`src/rtl/sccb_wr_master.sv`:
```
// SCCB write engine: one 4-byte write {dev_wr, addr_hi, addr_lo, value} per cfg_start,
// with quarter-period timebase, registered push-pull SCL and open-drain style SDA enable.
module sccb_wr_master #(
  parameter int         SYS_CLK_FREQ = 50_000_000,
  parameter int         SCL_FREQ     = 250_000,
  parameter logic [6:0] DEVICE_ADDR  = 7'h3C,
  parameter int         QTR_CNT      = SYS_CLK_FREQ / (SCL_FREQ * 4)
) (
  input  logic        sys_clk,
  input  logic        sys_rst,
  input  logic        cfg_start,
  input  logic [23:0] cfg_data,
  output logic        cfg_end,
  output logic        busy,
  output logic        ack_err,
  output logic        scl,
  output logic        sda_oe,
  input  logic        sda_in
);

  localparam int QW = (QTR_CNT > 1) ? $clog2(QTR_CNT) : 1;

  typedef enum logic [2:0] {IDLE, START, BYTE, ACK, STOP, DONE} state_t;

  state_t        state;
  logic [QW-1:0] qcnt;
  logic [1:0]    qtr;
  logic [2:0]    bit_cnt;
  logic [1:0]    byte_cnt;
  logic [31:0]   shreg;
  logic          tick;

  assign tick = busy && (qcnt == QW'(QTR_CNT - 1));

  // Bus outputs are updated at each quarter tick with the values of the quarter being entered.
  always_ff @(posedge sys_clk) begin
    if (sys_rst) begin
      state    <= IDLE;
      qcnt     <= '0;
      qtr      <= 2'd0;
      bit_cnt  <= 3'd0;
      byte_cnt <= 2'd0;
      shreg    <= '0;
      scl      <= 1'b1;
      sda_oe   <= 1'b0;
      cfg_end  <= 1'b0;
      busy     <= 1'b0;
      ack_err  <= 1'b0;
    end else begin
      cfg_end <= 1'b0;
      if (busy) qcnt <= tick ? '0 : qcnt + QW'(1);
      case (state)
        IDLE: begin
          if (cfg_start) begin
            shreg   <= {DEVICE_ADDR, 1'b0, cfg_data};
            ack_err <= 1'b0;
            busy    <= 1'b1;
            qcnt    <= '0;
            qtr     <= 2'd0;
            scl     <= 1'b1;
            sda_oe  <= 1'b0;
            state   <= START;
          end
        end
        START: begin
          if (tick) begin
            qtr <= qtr + 2'd1;
            case (qtr)
              2'd0: sda_oe <= 1'b1;
              2'd1: ;
              2'd2: scl <= 1'b0;
              2'd3: begin
                state    <= BYTE;
                bit_cnt  <= 3'd7;
                byte_cnt <= 2'd0;
                sda_oe   <= ~shreg[31];
              end
            endcase
          end
        end
        BYTE: begin
          if (tick) begin
            qtr <= qtr + 2'd1;
            case (qtr)
              2'd0: scl <= 1'b1;
              2'd1: ;
              2'd2: scl <= 1'b0;
              2'd3: begin
                // Shift every bit so shreg[31] is always the next bit to send.
                shreg   <= {shreg[30:0], 1'b0};
                bit_cnt <= bit_cnt - 3'd1;
                if (bit_cnt == 3'd0) begin
                  state  <= ACK;
                  sda_oe <= 1'b0;
                end else begin
                  sda_oe <= ~shreg[30];
                end
              end
            endcase
          end
        end
        ACK: begin
          if (tick) begin
            qtr <= qtr + 2'd1;
            case (qtr)
              2'd0: scl <= 1'b1;
              2'd1: ;
              2'd2: begin
                scl <= 1'b0;
                if (sda_in) ack_err <= 1'b1;
              end
              2'd3: begin
                if (ack_err || byte_cnt == 2'd3) begin
                  state  <= STOP;
                  sda_oe <= 1'b1;
                end else begin
                  state    <= BYTE;
                  byte_cnt <= byte_cnt + 2'd1;
                  bit_cnt  <= 3'd7;
                  sda_oe   <= ~shreg[31];
                end
              end
            endcase
          end
        end
        STOP: begin
          if (tick) begin
            qtr <= qtr + 2'd1;
            case (qtr)
              2'd0: scl <= 1'b1;
              2'd1: sda_oe <= 1'b0;
              2'd2: ;
              2'd3: begin
                state   <= DONE;
                busy    <= 1'b0;
                cfg_end <= 1'b1;
              end
            endcase
          end
        end
        DONE:    state <= IDLE;
        default: state <= IDLE;
      endcase
    end
  end

endmodule

```
`config.mk`:
```
export PLATFORM = sky130hd
export DESIGN_NAME = sccb_wr_master
export DESIGN_NICKNAME = d
export VERILOG_FILES = /design/src/rtl/sccb_wr_master.sv
export SDC_FILE = /design/constraint.sdc
export NUM_CORES = 1
export LEC_CHECK = 0
export ABC_AREA = 0
export BUFFER_PORTS_ARGS = -buffer_cell sky130_fd_sc_hd__buf_2
export CORE_AREA = 2 2 76 78
export DETAILED_ROUTE_END_ITERATION = 10
export DIE_AREA = 0 0 78 80
export PLACE_DENSITY = 0.72
export SLEW_MARGIN = 30
export SYNTH_ARGS = -nofsm -noshare
export SYNTH_HDL_FRONTEND = slang
export SYNTH_SLANG_ARGS = --single-unit
```
`constraint.sdc`:
```
create_clock -name sys_clk -period 2.11 [get_ports sys_clk]
set_input_delay 0.422 -clock sys_clk [delete_from_list [all_inputs] [get_ports sys_clk]]
set_output_delay 0.422 -clock sys_clk [all_outputs]
set_load 0.005 [all_outputs]
```
Word-level counts from Yosys, hierarchy flattened
Cells that the tools add are included.
Widths: inputs -> output; s select.
- logic and storage cells: 138
- output and inout bits: 5
- bits in registers: 53
- bitwise gates (word level): 4
- eq/ne operators: 29
- $add $sub $neg: 4
- reductions and logical operators: 25
- mux-type cells: 65
- operators by type and width (cell ; number):
    $mux 32 ; 3
    $pmux 32 s2 ; 1
    $mux 3 ; 18
    $ne 2x2->1 const B ; 13
    $mux 6 ; 4
    $mux 1 ; 22
    $reduce_and 10->1 ; 2
    $reduce_and 8->1 ; 2
    $pmux 3 s5 ; 1
    $mux 2 ; 7
    $ne 2x1->1 const B ; 5
    $reduce_bool 2->1 ; 5
    $pmux 3 s3 ; 1
    $pmux 1 s2 ; 4
    $pmux 2 s2 ; 2
    $reduce_and 4->1 ; 2
    $add 6x1->6 const B ; 1
    $eq 2x2->1 const B ; 3
    $eq 3x2->1 const B ; 2
    $eq 6x6->1 const B ; 1
    $logic_not 3->1 ; 2
    $reduce_and 6->1 ; 1
    $pmux 1 s5 ; 1
    $reduce_and 5->1 ; 1
    19 further kinds ; 23

Longest topological paths before layout
Gate-level depths: netlist of the first run.
- depth after elaboration: 6
- depth in mapped cells: 9

Worst setup path before layout of the first run
OpenSTA, ideal clock, no wires.
- kind: flip-flop to flip-flop
- start point: register qcnt[0]
- end point: register state[2]
- clock period less this slack: 1.674 ns
- buffers on the path: 0
- stages on the path, launching flop included: 7
- required time: 2.040 ns
- path slack: 0.436 ns
- arrival time: 1.604 ns
- cells stage by stage: dfxtp_1 > ha_1 > and4bb_4 > nand3_2 > o221a_4 > or3b_1 > a21oi_1
- cells in the longest elaborated chain, start to end: 4
- elaborated cells on any way between the ends: 7
- those cells by class: 5 x eq/ne; 2 x reduce/logical
- RTL lines (element ; RTL line ; source):
    from (decl) ; 26 ; logic [QW-1:0] qcnt;
    from (signal assigned) ; 51 ; if (busy) qcnt <= tick ? '0 : qcnt + QW'(1);
    $eq 6x6->1 (*) ; 33 ; assign tick = busy && (qcnt == QW'(QTR_CNT - 1));
    $logic_and 1x1->1 (*) ; 33 ;
    $ne 2x2->1 (no source line) ; - ;
    $reduce_and 10->1 (no source line) (*) ; - ;
    to (signal assigned) ; 38 ; state <= IDLE;
    to (signal assigned) ; 62 ; state <= START;
    to (signal assigned) ; 73 ; state <= BYTE;
    to (decl) ; 25 ; state_t state;
Mark *: on every way between the ends. The rest lies on a longest branch, timed or not.
A chain may end at the register's enable or synchronous reset.

Worst setup path in the final report of the first run
- start point: register state[1]
- end point: register shreg[11]
- cells in the longest elaborated chain, start to end: 3
- elaborated cells on any way between the ends: 8
- those cells by class: 4 x eq/ne; 1 x mux; 3 x reduce/logical
- RTL lines (element ; RTL line ; source):
    $eq 3x2->1 / $logic_not 3->1 (equally long branches) ; 52 ; case (state)
    $ne 2x2->1 (no source line) / $reduce_bool 2->1 (equally long branches) ; - ;
    $reduce_and 4->1 (no source line) ; - ;
    to (signal assigned) ; 55 ; shreg <= {DEVICE_ADDR, 1'b0, cfg_data};
    to (signal assigned) ; 90 ; shreg <= {shreg[30:0], 1'b0};
    to (decl) ; 30 ; logic [31:0] shreg;
Several ways; a longest one is shown, not always the timed one.

==> impl_summary.md, run 1 <==
Die
The initial utilization of the core area, before any placement, comes to 51.2%. The standard-cell row count is 27. The die boundary width is 78 um. The die covers 6240 um2.

The die boundary height is 80 um. The total core area is 5410 um2. For this design the top-level I/O count stands at 33.

Timing
On the final layout, the worst hold slack is 453 ps. The setup slack after layout is 176 ps. The worst-case clock skew is 11.7 ps. In this run the tightest slew margin relative to its limit is 63.2%. Adding up every negative setup slack in the final design gives 0 ps.

The max-slew violation total from the final report was 0. Setup repair after global routing left no endpoint under its margin. Based on the critical path, the design can be clocked at up to 0.517 GHz. For the pin with the worst max-slew slack, the measured transition is 551 ps. The final critical-path share of the clock period is 91.6%. The count of endpoints failing hold in the final timing report came to 0. The worst path needs 1930 ps of the cycle, external delays included.

The count of endpoints failing setup in the final report is 0.

Placed design
The half-perimeter wire length after detailed placement is 3720 um. Before CTS, the worst setup slack after placement is 183 ps. The count of buffers inserted at the top-level ports is 32. The placer's final routability congestion estimate is 0.835.

Detailed routing
Wires add up to 5280 um. After detailed routing, the average wire length per cell comes to 13.3 um. The starting DRC count in detailed routing is 121.

For this block, the via count after detailed routing is 2144. The post-route DRC violation count is 0. The first-pass iteration count of the detailed router is 4.

The number of vias per cell is 5.39. The remaining antenna violation count after routing is 0.

Finish
The library cells used most frequently in the layout, excluding fill and tap cells, are sky130_fd_sc_hd__dfxtp_1, sky130_fd_sc_hd__nor2_1, sky130_fd_sc_hd__buf_2. The area growth from synthesis to layout is 11.1%. The repair_antennas step left the layout with diodes totalling 0.

The share of post-route cells with drive strength above 1 is 23.9%. Measured on the finished design, the core utilization comes to 56.9%. The most common cell after layout, fill and taps aside is sky130_fd_sc_hd__dfxtp_1. The net count of the finished layout is 362.

Yosys
The portion of synthesized cell area occupied by the leading cell type is 38.4%. The Yosys step of the flow raised 0 warnings. The post-synthesis average cell area is 9.25 um2.

The post-synth design cell area is 2770 um2. Synthesis produced a netlist whose cell count is 299. The sequential share of the synthesized area is 38.4%. The top cell type by total area after synthesis is sky130_fd_sc_hd__dfxtp_1. The synthesized design contains 0 enable-type register cells. Counting flops and latches in the post-synthesis netlist gives 53.

The count of distinct cell types in the synthesized netlist is 50. The proportion of register bits with asynchronous set or reset after synthesis is 0%. By area the synthesized netlist is led by sky130_fd_sc_hd__dfxtp_1, sky130_fd_sc_hd__mux2i_1, sky130_fd_sc_hd__a211oi_2.

The most common flop cell mapped by yosys is sky130_fd_sc_hd__dfxtp_1. The number of nets in the synthesized netlist is 336.

CTS
For the worst-skew pair, the clock arrives at the later sink with an insertion delay of 310 ps. Buffers inserted during clock tree synthesis total 5. The number of gates given a new drive strength after cts is 0.

Hold repair after CTS inserted 0 buffers. No sink is reached through more buffers than the 2 on the longest clock path. The clock-pin slew of the registers on the worst-case setup and hold paths is 100 ps. After clock tree synthesis, the setup repair step added 0 buffers. The tree built by TritonCTS fans out to 53 sinks. The cell at the root of the clock tree is sky130_fd_sc_hd__clkbuf_8.

The H-tree depth reported by CTS is 2. TritonCTS built the clock tree.

Critical path
Data arrives at the worst endpoint at 2130 ps. In this run the worst path has a maximum fanout of 21. The source of the critical timing path is state[1]$_SDFFE_PP0P_.

STA classifies the critical path startpoint as a flip-flop. The startpoint of the worst-slack reg-to-reg timing path is state[1]$_SDFFE_PP0P_. The kind of critical path is reg2reg. The critical path capture point type is a flip-flop.

The required arrival time at the worst endpoint is 2310 ps.

GRT
Summed over all layers, the global routing overflow is 0. The global-route total usage across every layer is 17.7%. The number of global-route vias before repair was 2042. The first global-routing pass estimated 8990 um of wire.

The maximum number of pins on one net before global-route repair is 40. The initial antenna violation count was 0.

Power
The leakage power summed over all cells is 1.14 nW. The worst ir drop on vdd is 0.430 mV. The ratio of total power to cell area is 707 nW/um2.

Outcome
The flow ran to the end, and the final reports show no timing, DRC or antenna violations.

Hold path
The worst hold path class is in2reg. The worst hold path begins at cfg_data[2].

Flow run
The max-cap check violation count is 0.
-- registers in the layout, summed over array words and instances, names as in the netlist --
| signal | cells |
|---|---|
| busy | 1 |
| cfg_end | 1 |
| sda_oe | 1 |
| state | 3 |
| shreg | 32 |
| qtr | 2 |
| ack_err | 1 |
| qcnt | 6 |
| scl | 1 |
| byte_cnt | 2 |
| bit_cnt | 3 |
-- cells in the mapped netlist, types with 2 or more instances --
library cell,number
sky130_fd_sc_hd__dfxtp_1,53
sky130_fd_sc_hd__nor2_1,44
sky130_fd_sc_hd__mux2i_1,28
sky130_fd_sc_hd__a211oi_2,19
sky130_fd_sc_hd__a21oi_1,19
sky130_fd_sc_hd__inv_1,13
sky130_fd_sc_hd__nand2_1,13
sky130_fd_sc_hd__ha_1,9
sky130_fd_sc_hd__clkbuf_1,8
sky130_fd_sc_hd__nand3_1,8
sky130_fd_sc_hd__a311oi_1,7
sky130_fd_sc_hd__buf_4,7
sky130_fd_sc_hd__nor3_1,7
sky130_fd_sc_hd__buf_2,6
sky130_fd_sc_hd__a211oi_1,5
sky130_fd_sc_hd__o21ai_0,5
sky130_fd_sc_hd__nand2b_1,3
sky130_fd_sc_hd__nand4_1,3
sky130_fd_sc_hd__nor2b_1,3
sky130_fd_sc_hd__or3_1,3
sky130_fd_sc_hd__xor2_1,3
sky130_fd_sc_hd__and2_1,2
sky130_fd_sc_hd__and3_1,2
sky130_fd_sc_hd__buf_6,2
sky130_fd_sc_hd__nor4_1,2
-- layer usage --
metal / track usage, % / vias to the layer above / routed length (um)
met4: 4.56 / 0 / 54
met3: 4.07 / 5 / 198
met1: 23.2 / 990 / 2550
met5: 0 / - / 0
li1: - / 1118 / -
met2: 29.4 / 31 / 2480
-- where the power goes --
part	leakage (nW)	switching (W)	internal, W	total (W)
Clock	0.0456	0.000344	0.000237	0.000581
Sequential	0.434	0.0000565	0.00108	0.00114
Combinational	0.656	0.000250	0.000204	0.000454
Total	1.14	0.000651	0.00152	0.00217
-- kinds of logic (layout without fill, tap and decap cells) --
| kind of cell | Yosys count | after routing | share of synthesized area (%) |
|---|---|---|---|
| AO/OA/AOI/OAI | 66 | 66 | 20.2 |
| XOR/XNOR | 4 | 4 | 1.27 |
| adder cells (fa/ha/maj) | 9 | 9 | 4.07 |
| buffers and inverters | 37 | 64 | 6.78 |
| flip-flops | 53 | 53 | 38.4 |
| multiplexers | 29 | 29 | 10.5 |
| AND/OR/NAND/NOR | 101 | 101 | 18.8 |
-- per-stage QoR --
stage	total power (W)	instance area [um2]	cells
2_1_floorplan	0.00151	2770	299
3_3_place_gp	0.00160	2990	390
3_5_place_dp	0.00162	2990	390
4_1_cts	0.00219	3070	398
5_1_grt	0.00229	3070	398
6_report	0.00217	3070	398
-- path summary, 6_finish.rpt --
| kind | endpoint | slack [ps] | depth (start not counted) |
|---|---|---|---|
| setup / recovery | shreg[11]$_SDFFE_PP0P_ | 180 | 5 |
| hold / removal | shreg[2]$_SDFFE_PP0P_ | 450 | 3 |
| setup reg to reg | shreg[11]$_SDFFE_PP0P_ | 180 | 5 |
| hold reg to reg | shreg[26]$_SDFFE_PP0P_ | 460 | 2 |
-- area by class of cell --
cell class	count	area, um2
Fill cell	484	2330
Multi-Input combinational cell	209	1530
Sequential cell	53	1060
Timing Repair Buffer	43	255
Tap cell	72	90.1
Clock buffer	6	72.6
Inverter	13	48.8
Clock inverter	2	13.8
-- worst max-delay path, cell delays in order (launching register included) --
cell	delay [ps]
sky130_fd_sc_hd__dfxtp_1	530
sky130_fd_sc_hd__nor3b_4	260
sky130_fd_sc_hd__buf_4	290
sky130_fd_sc_hd__buf_4	370
sky130_fd_sc_hd__mux2i_1	270
sky130_fd_sc_hd__a211oi_2	90
Power figures use the tool's default switching activity.
==> run 2, diff against run 1 <==
==> constraint.sdc (replaced) <==
create_clock -name sys_clk -period 2.04 [get_ports sys_clk]
set_input_delay 0.408 -clock sys_clk [delete_from_list [all_inputs] [get_ports sys_clk]]
set_output_delay 0.408 -clock sys_clk [all_outputs]
set_load 0.005 [all_outputs]
==> impl_summary.md, run 2 (synthesized netlist as in run 1, its figures left out) <==
Critical path
The kind of critical path is reg2reg. The arrival time reported for the critical path endpoint was 2100 ps (-30 ps). In this run the worst setup path begins at qcnt[0]$_SDFF_PP0_. The length in cells of the worst reg-to-reg path is 7 (+2). The worst reg-to-reg setup slack came to 160 ps (-20 ps). The highest fanout seen on the critical path came to 29 (+38%). The depth of the critical timing path with buffers and inverters included is 7 (+2). On the critical path, the stage with the largest delay is an instance of sky130_fd_sc_hd__dfxtp_1. In this design, the largest share of critical-path delay is due to simple AND/OR/NAND/NOR gates. The worst setup path is launched from a flip-flop. The maximum single-stage delay on the critical path is 420 ps (-110 ps). The required arrival time at the worst endpoint was 2250 ps (-60 ps). The combined buffer and inverter count along the critical path came to 1 (-1).

The startpoint of the worst-slack reg-to-reg timing path is qcnt[0]$_SDFF_PP0_. The most critical setup path has its endpoint at shreg[3]$_SDFFE_PP0P_. Walking the worst path, the cells encountered are ha_1 -> and4bb_4 -> nand2_2 -> a21oi_4 -> buf_12 -> nor2_1 -> a211oi_1. The endpoint identified for the worst register-to-register timing path is shreg[3]$_SDFFE_PP0P_. STA classifies the critical path endpoint as a flip-flop.

Timing
The count of endpoints failing setup in the final report is 0 (unchanged). The worst-case clock skew is 8.97 ps (-2.72 ps). Setup repair after global routing left no endpoint under its margin. The count of endpoints failing hold in the final timing report is 0 (unchanged).

The final total negative setup slack is 0 ps (unchanged). The max-slew headroom at the worst pin is 68.5% (+5.2 points). The achievable clock frequency came to 0.531 GHz (+2.6%). The worst-margin pin slew is 473 ps (-77.7 ps).

The final critical-path required period is 1880 ps (-49.6 ps). The final critical-path share of the clock period is 92.4% (+0.71 points). The max-slew violation total from the final report is 0 (unchanged).

Finish
The top register by number of flip-flops is shreg. The total inserted antenna cells is 0 (unchanged). The flip-flop count of the largest register, all copies and words added is 32 (unchanged). From synthesis to final layout, the design area changed by 12.4%. The net count reported at finish is 361 (-0.28%). The cell area after layout was 3110 um2 (+1.2%). In the final layout, the registers with the most flip-flops are shreg (32), qcnt (6). The top cell types in the final layout, fill and taps aside, are sky130_fd_sc_hd__dfxtp_1, sky130_fd_sc_hd__nor2_1, sky130_fd_sc_hd__buf_2. The share of post-route cells with drive strength above 1 came to 24.3% (+0.38 points). The non-filler instance count after layout is 397 (-0.25%). The library cell used most frequently in the layout, excluding fill and tap cells, is sky130_fd_sc_hd__dfxtp_1. The count of filler cells inserted in the layout is 487 (+0.62%).

Placed design
The half-perimeter wire length after detailed placement was 3460 um (-6.8%). The instance count after placement with tap cells included is 388 (-0.51%). The total cell area at the placement stage was 2970 um2 (-0.50%). The count of buffers inserted at the top-level ports was 32 (unchanged). The placer's final routability congestion estimate is 0.816 (-2.3%).

Power
The worst ir drop on vdd was 0.345 mV (-20%). The leakage power summed over all cells came to 1.15 nW (+1.1%). The ratio of total power to cell area is 763 nW/um2 (+7.8%).

Die
The standard-cell row count is 27 (unchanged). The total core area is 5410 um2 (unchanged). The number of top-level pins came to 33 (unchanged). The initial core utilization is 51.2% (unchanged).

The die boundary height is 80 um (unchanged). The die boundary width was 78 um (unchanged). The area of the die is 6240 um2 (unchanged).

CTS
The clock insertion delay at the later pin of the skew report is 300 ps (about the same). The clock-pin slew of the registers on the worst-case setup and hold paths is 100 ps (about the same). The number of clock sinks came to 53 (unchanged). The H-tree depth reported by CTS came to 2 (unchanged). The number of setup buffers added after CTS is 0 (unchanged). TritonCTS built the clock tree. The number of buffers inserted by hold repair at cts is 0 (unchanged). The cell at the root of the clock tree is sky130_fd_sc_hd__clkbuf_8.

The CTS buffer count was 5 (unchanged). The number of gates given a new drive strength after cts was 0 (unchanged). The maximum clock insertion buffer count is 2 (unchanged).

Outcome
The run finished with clean final reports.

GRT
The initial antenna violation count was 0 (unchanged). The global-route wire length before repair is 8870 um (-1.4%). The final global-route overflow total is 0 (unchanged). The global-route total usage across every layer is 17.3% (-0.38 points). The number of global-route vias before repair is 1998 (-2.2%).

The maximum number of pins on one net before global-route repair was 59 (+48%).

Hold path
The worst hold path belongs to the class in2reg. The number of instances on the worst hold path is 3 (unchanged).

Detailed routing
The total wirelength of the detailed-routed design is 5410 um (+2.5%). The starting DRC count in detailed routing came to 84 (-31%). The remaining antenna violation count after routing came to 0 (unchanged). The total via count in the routed design came to 2180 (+1.7%). The per-cell routed wire length is 13.6 um (+2.8%).

The post-route DRC violation count is 0 (unchanged). The first-pass iteration count of the detailed router is 4 (unchanged). The number of vias per cell is 5.49 (+1.9%).

Flow run
The max-cap check violation count is 0 (unchanged).
[run 2: cell type report]
cell class	instances	area, um2	share of cell area (%)
clock inverter	2	38.8	1.25
inverter	13	48.8	1.57
tap	72	90.1	2.90
sequential	53	1060	34.2
timing repair buffer	42	265	8.53
multi-input combinational	209	1530	49.3
clock buffer	6	72.6	2.33
[run 2: worst min path at each step]
stage                            from                      to
6_report                  cfg_data[4]   shreg[4]$_SDFFE_PP0P_
5_1_grt                   cfg_data[2]   shreg[2]$_SDFFE_PP0P_
4_1_cts                   cfg_data[4]   shreg[4]$_SDFFE_PP0P_
3_5_place_dp   shreg[24]$_SDFFE_PP0P_  shreg[24]$_SDFFE_PP0P_
3_3_place_gp   shreg[26]$_SDFFE_PP0P_  shreg[26]$_SDFFE_PP0P_
2_1_floorplan  shreg[31]$_SDFFE_PP0P_  shreg[31]$_SDFFE_PP0P_
[run 2: through the flow]
step                hold WS, ps  power (W)  util (%)  setup slack [ps]
floorplan                   428    0.00157         -               366
global placement            440    0.00165      55.0               245
detailed placement          445    0.00166      55.0               168
CTS                         440    0.00237      57.0               124
global route                459    0.00250      57.5              28.2
finish                      446    0.00237      57.5               156
[run 2: power by group]
| group | internal (W) | switching, W | total (W) |
|---|---|---|---|
| logic | 0.000219 | 0.000268 | 0.000487 |
| registers | 0.00112 | 0.0000574 | 0.00118 |
| clock network | 0.000369 | 0.000340 | 0.000709 |
| total | 0.00171 | 0.000666 | 0.00237 |
[run 2: worst reg2reg max path, delay by kind of cell, from the launching register on]
family / cells / cell delay, ps
flip-flops: 1 / 420
buffers and inverters: 1 / 210
AO/OA/AOI/OAI: 2 / 480
AND/OR/NAND/NOR: 3 / 490
adder cells (fa/ha/maj): 1 / 190
[run 2: metal layers]
layer / global-route usage (%) / wire, um / vias up / part of all wire (%)
met5: 0 / 0 / - / 0
met1: 23.0 / 2640 / 1013 / 49
met3: 4.07 / 235 / 6 / 4.3
li1: - / - / 1114 / -
met2: 28.0 / 2490 / 47 / 46
met4: 5.09 / 48 / 0 / 0.89
==> run 3, diff against run 2 <==
--- a/config.mk
+++ b/config.mk
@@ -7,10 +7,12 @@
 export LEC_CHECK = 0
 export ABC_AREA = 0
 export BUFFER_PORTS_ARGS = -buffer_cell sky130_fd_sc_hd__buf_2
+export CAP_MARGIN = 20
 export CORE_AREA = 2 2 76 78
 export DETAILED_ROUTE_END_ITERATION = 10
 export DIE_AREA = 0 0 78 80
 export PLACE_DENSITY = 0.72
+export RECOVER_POWER = 25
 export SLEW_MARGIN = 30
 export SYNTH_ARGS = -nofsm -noshare
 export SYNTH_HDL_FRONTEND = slang
==> impl_summary.md, run 3 (synthesized netlist as in run 1, its figures left out) <==
Finish
From synthesis to final layout, the design area changed by 12.3%. The share of post-route cells with drive strength above 1 was 23.7% (-0.62 points). The total inserted antenna cells is 0 (unchanged).

More flip-flops sit in one register than any other, and that register is shreg. The net count reported at finish is 361 (unchanged). The cell area after layout is 3110 um2 (-0.16%). The post-route core utilization is 57.5% (-0.093 points). The library cell used most frequently in the layout, excluding fill and tap cells, is sky130_fd_sc_hd__dfxtp_1. In the final layout, the registers with the most flip-flops are shreg (32), qcnt (6). The flip-flop count of the largest register, all copies and words added is 32 (unchanged). Leaving out fill and tap cells, the most frequent cells in the layout are sky130_fd_sc_hd__dfxtp_1, sky130_fd_sc_hd__nor2_1, sky130_fd_sc_hd__buf_2.

GRT
The global-route total usage across every layer is 17.3% (unchanged). The initial antenna violation count is 0 (unchanged). The global-route wire length before repair is 8870 um (unchanged). The final global-route overflow total is 0 (unchanged). The maximum number of pins on one net before global-route repair is 59 (unchanged).

The number of global-route vias before repair is 1998 (unchanged).

Critical path
The critical path capture point type is a flip-flop. The highest fanout seen on the critical path is 29 (unchanged). The required arrival time at the worst endpoint is 2250 ps (about the same). The arrival time reported for the critical path endpoint is 2100 ps (about the same). Traced cell by cell, the critical path runs through ha_1 -> and4bb_4 -> nand2_2 -> a21oi_4 -> buf_12 -> nor2_1 -> a211oi_1. The combined buffer and inverter count along the critical path is 1 (unchanged). The terminus of the critical flop-to-flop path is shreg[3]$_SDFFE_PP0P_. The type of element launching the critical path is a flip-flop. The worst reg-to-reg setup slack is 150 ps (about the same). The maximum single-stage delay on the critical path is 420 ps (about the same).

The cell with the biggest individual delay on the critical path is sky130_fd_sc_hd__dfxtp_1. The category of cells accounting for the largest share of critical-path delay is simple AND/OR/NAND/NOR gates. The kind of critical path is reg2reg.

The startpoint of the worst-slack reg-to-reg timing path is qcnt[0]$_SDFF_PP0_. The length in cells of the worst reg-to-reg path is 7 (unchanged).

Power
The ratio of total power to cell area is 763 nW/um2 (about the same). The worst ir drop on vdd is 0.342 mV (-0.78%). The total chip power is 0.00237 W (-0.13%).

The leakage power summed over all cells was 1.14 nW (-0.71%).

Hold path
The number of instances on the worst hold path was 3 (unchanged). The tightest min-delay check is of the in2reg type. The start point of the worst min-delay path is cfg_data[4]. The worst hold path endpoint is shreg[4]$_SDFFE_PP0P_.

Placed design
The placer's final routability congestion estimate came to 0.816 (unchanged). The total cell area at the placement stage is 2970 um2 (unchanged). The half-perimeter wire length after detailed placement is 3460 um (unchanged).

The count of buffers inserted at the top-level ports is 32 (unchanged).

Detailed routing
The remaining antenna violation count after routing is 0 (unchanged). The starting DRC count in detailed routing is 86 (+2.4%). The total via count in the routed design is 2177 (-0.14%). The number of vias per cell was 5.48 (-0.14%). The post-route DRC violation count came to 0 (unchanged).

The first-pass iteration count of the detailed router came to 4 (unchanged). The per-cell routed wire length is 13.7 um (+0.26%). The total wirelength of the detailed-routed design was 5420 um (+0.26%).

Die
The number of top-level pins is 33 (unchanged). The standard-cell row count came to 27 (unchanged). The total core area is 5410 um2 (unchanged). The die boundary width was 78 um (unchanged). The die boundary height came to 80 um (unchanged). The area of the die is 6240 um2 (unchanged).

The initial core utilization is 51.2% (unchanged).

CTS
The cell sitting at the root of the clock tree is a sky130_fd_sc_hd__clkbuf_8. The CTS tree is yes. The CTS buffer count was 5 (unchanged). The number of buffers inserted by hold repair at cts is 0 (unchanged). The number of clock sinks was 53 (unchanged).

The clock-pin slew of the registers on the worst-case setup and hold paths came to 100 ps (about the same). The H-tree depth reported by CTS was 2 (unchanged). The clock insertion delay at the later pin of the skew report came to 300 ps (about the same). The maximum clock insertion buffer count is 2 (unchanged).

Timing
The max-slew violation total from the final report is 0 (unchanged). The worst-margin pin slew was 468 ps (-4.69 ps). The final critical-path required period is 1890 ps (+4.62 ps).

The worst-case clock skew is 7.58 ps (-1.39 ps). The achievable clock frequency is 0.529 GHz (-0.24%). The final-layout worst hold slack came to 448 ps (+1.48 ps). Setup repair after global routing left no endpoint under its margin. The final critical-path share of the clock period is 92.6% (+0.23 points). The count of endpoints failing hold in the final timing report came to 0 (unchanged). The final total negative setup slack is 0 ps (unchanged).

The count of endpoints failing setup in the final report is 0 (unchanged). The max-slew headroom at the worst pin is 68.8% (+0.31 points).

Outcome
The run finished with clean final reports.

Flow run
The max-cap check violation count came to 0 (unchanged).
[run 3: routing by layer]
layer / part of all wire, % / wire [um] / GRT usage [%] / up-vias
li1: - / - / - / 1114
met1: 48 / 2590 / 23.0 / 1011
met2: 47 / 2560 / 28.0 / 46
met3: 4.3 / 232 / 4.07 / 6
met4: 0.88 / 48 / 5.09 / 0
met5: 0 / 0 / 0 / -
[run 3: how the worst max path moves through the flow]
stage | startpoint | depth (start not counted) | to
after CTS | qcnt[0]$_SDFF_PP0_ | 7 | shreg[3]$_SDFFE_PP0P_
final | qcnt[0]$_SDFF_PP0_ | 7 | shreg[3]$_SDFFE_PP0P_
after floorplan | qcnt[0]$_SDFF_PP0_ | 6 | state[2]$_SDFFE_PP0P_
after global placement | state[0]$_SDFFE_PP0P_ | 5 | state[2]$_SDFFE_PP0P_
after detailed placement | state[0]$_SDFFE_PP0P_ | 4 | shreg[14]$_SDFFE_PP0P_
after global routing | qcnt[0]$_SDFF_PP0_ | 7 | shreg[3]$_SDFFE_PP0P_
[run 3: cell type report]
cell class,count,area (um2)
clock inverter,2,38.8
clock buffer,6,72.6
inverter,13,48.8
fill,489,2300
timing repair buffer,42,260
sequential,53,1060
multi-input combinational,209,1530
tap,72,90.1
[run 3: repair_timing]
action / in CTS / in global routing
gates resized for setup: 0 / 2
endpoints found under the setup margin: 0 / 3
buffers inserted: 0 / 0
endpoints found under the hold margin: 0 / 0
[run 3: stage by stage]
stage                     instances  setup slack [ps]
final                           397               151
after global routing            397              28.2
after CTS                       396               124
after detailed placement        388               168
after global placement          388               245
after floorplan                 299               366
[run 3: worst reg2reg max path, stage by stage (launching register included)]
cell and delay [ps]:
sky130_fd_sc_hd__dfxtp_1 420, sky130_fd_sc_hd__ha_1 190, sky130_fd_sc_hd__and4bb_4 270, sky130_fd_sc_hd__nand2_2 150, sky130_fd_sc_hd__a21oi_4 230, sky130_fd_sc_hd__buf_12 210
sky130_fd_sc_hd__nor2_1 70, sky130_fd_sc_hd__a211oi_1 260
[run 3: power breakdown]
part | internal, W | switching, W
clock | 0.000369 | 0.000339
sequential | 0.00112 | 0.0000576
combinational | 0.000217 | 0.000267
total | 0.00170 | 0.000664
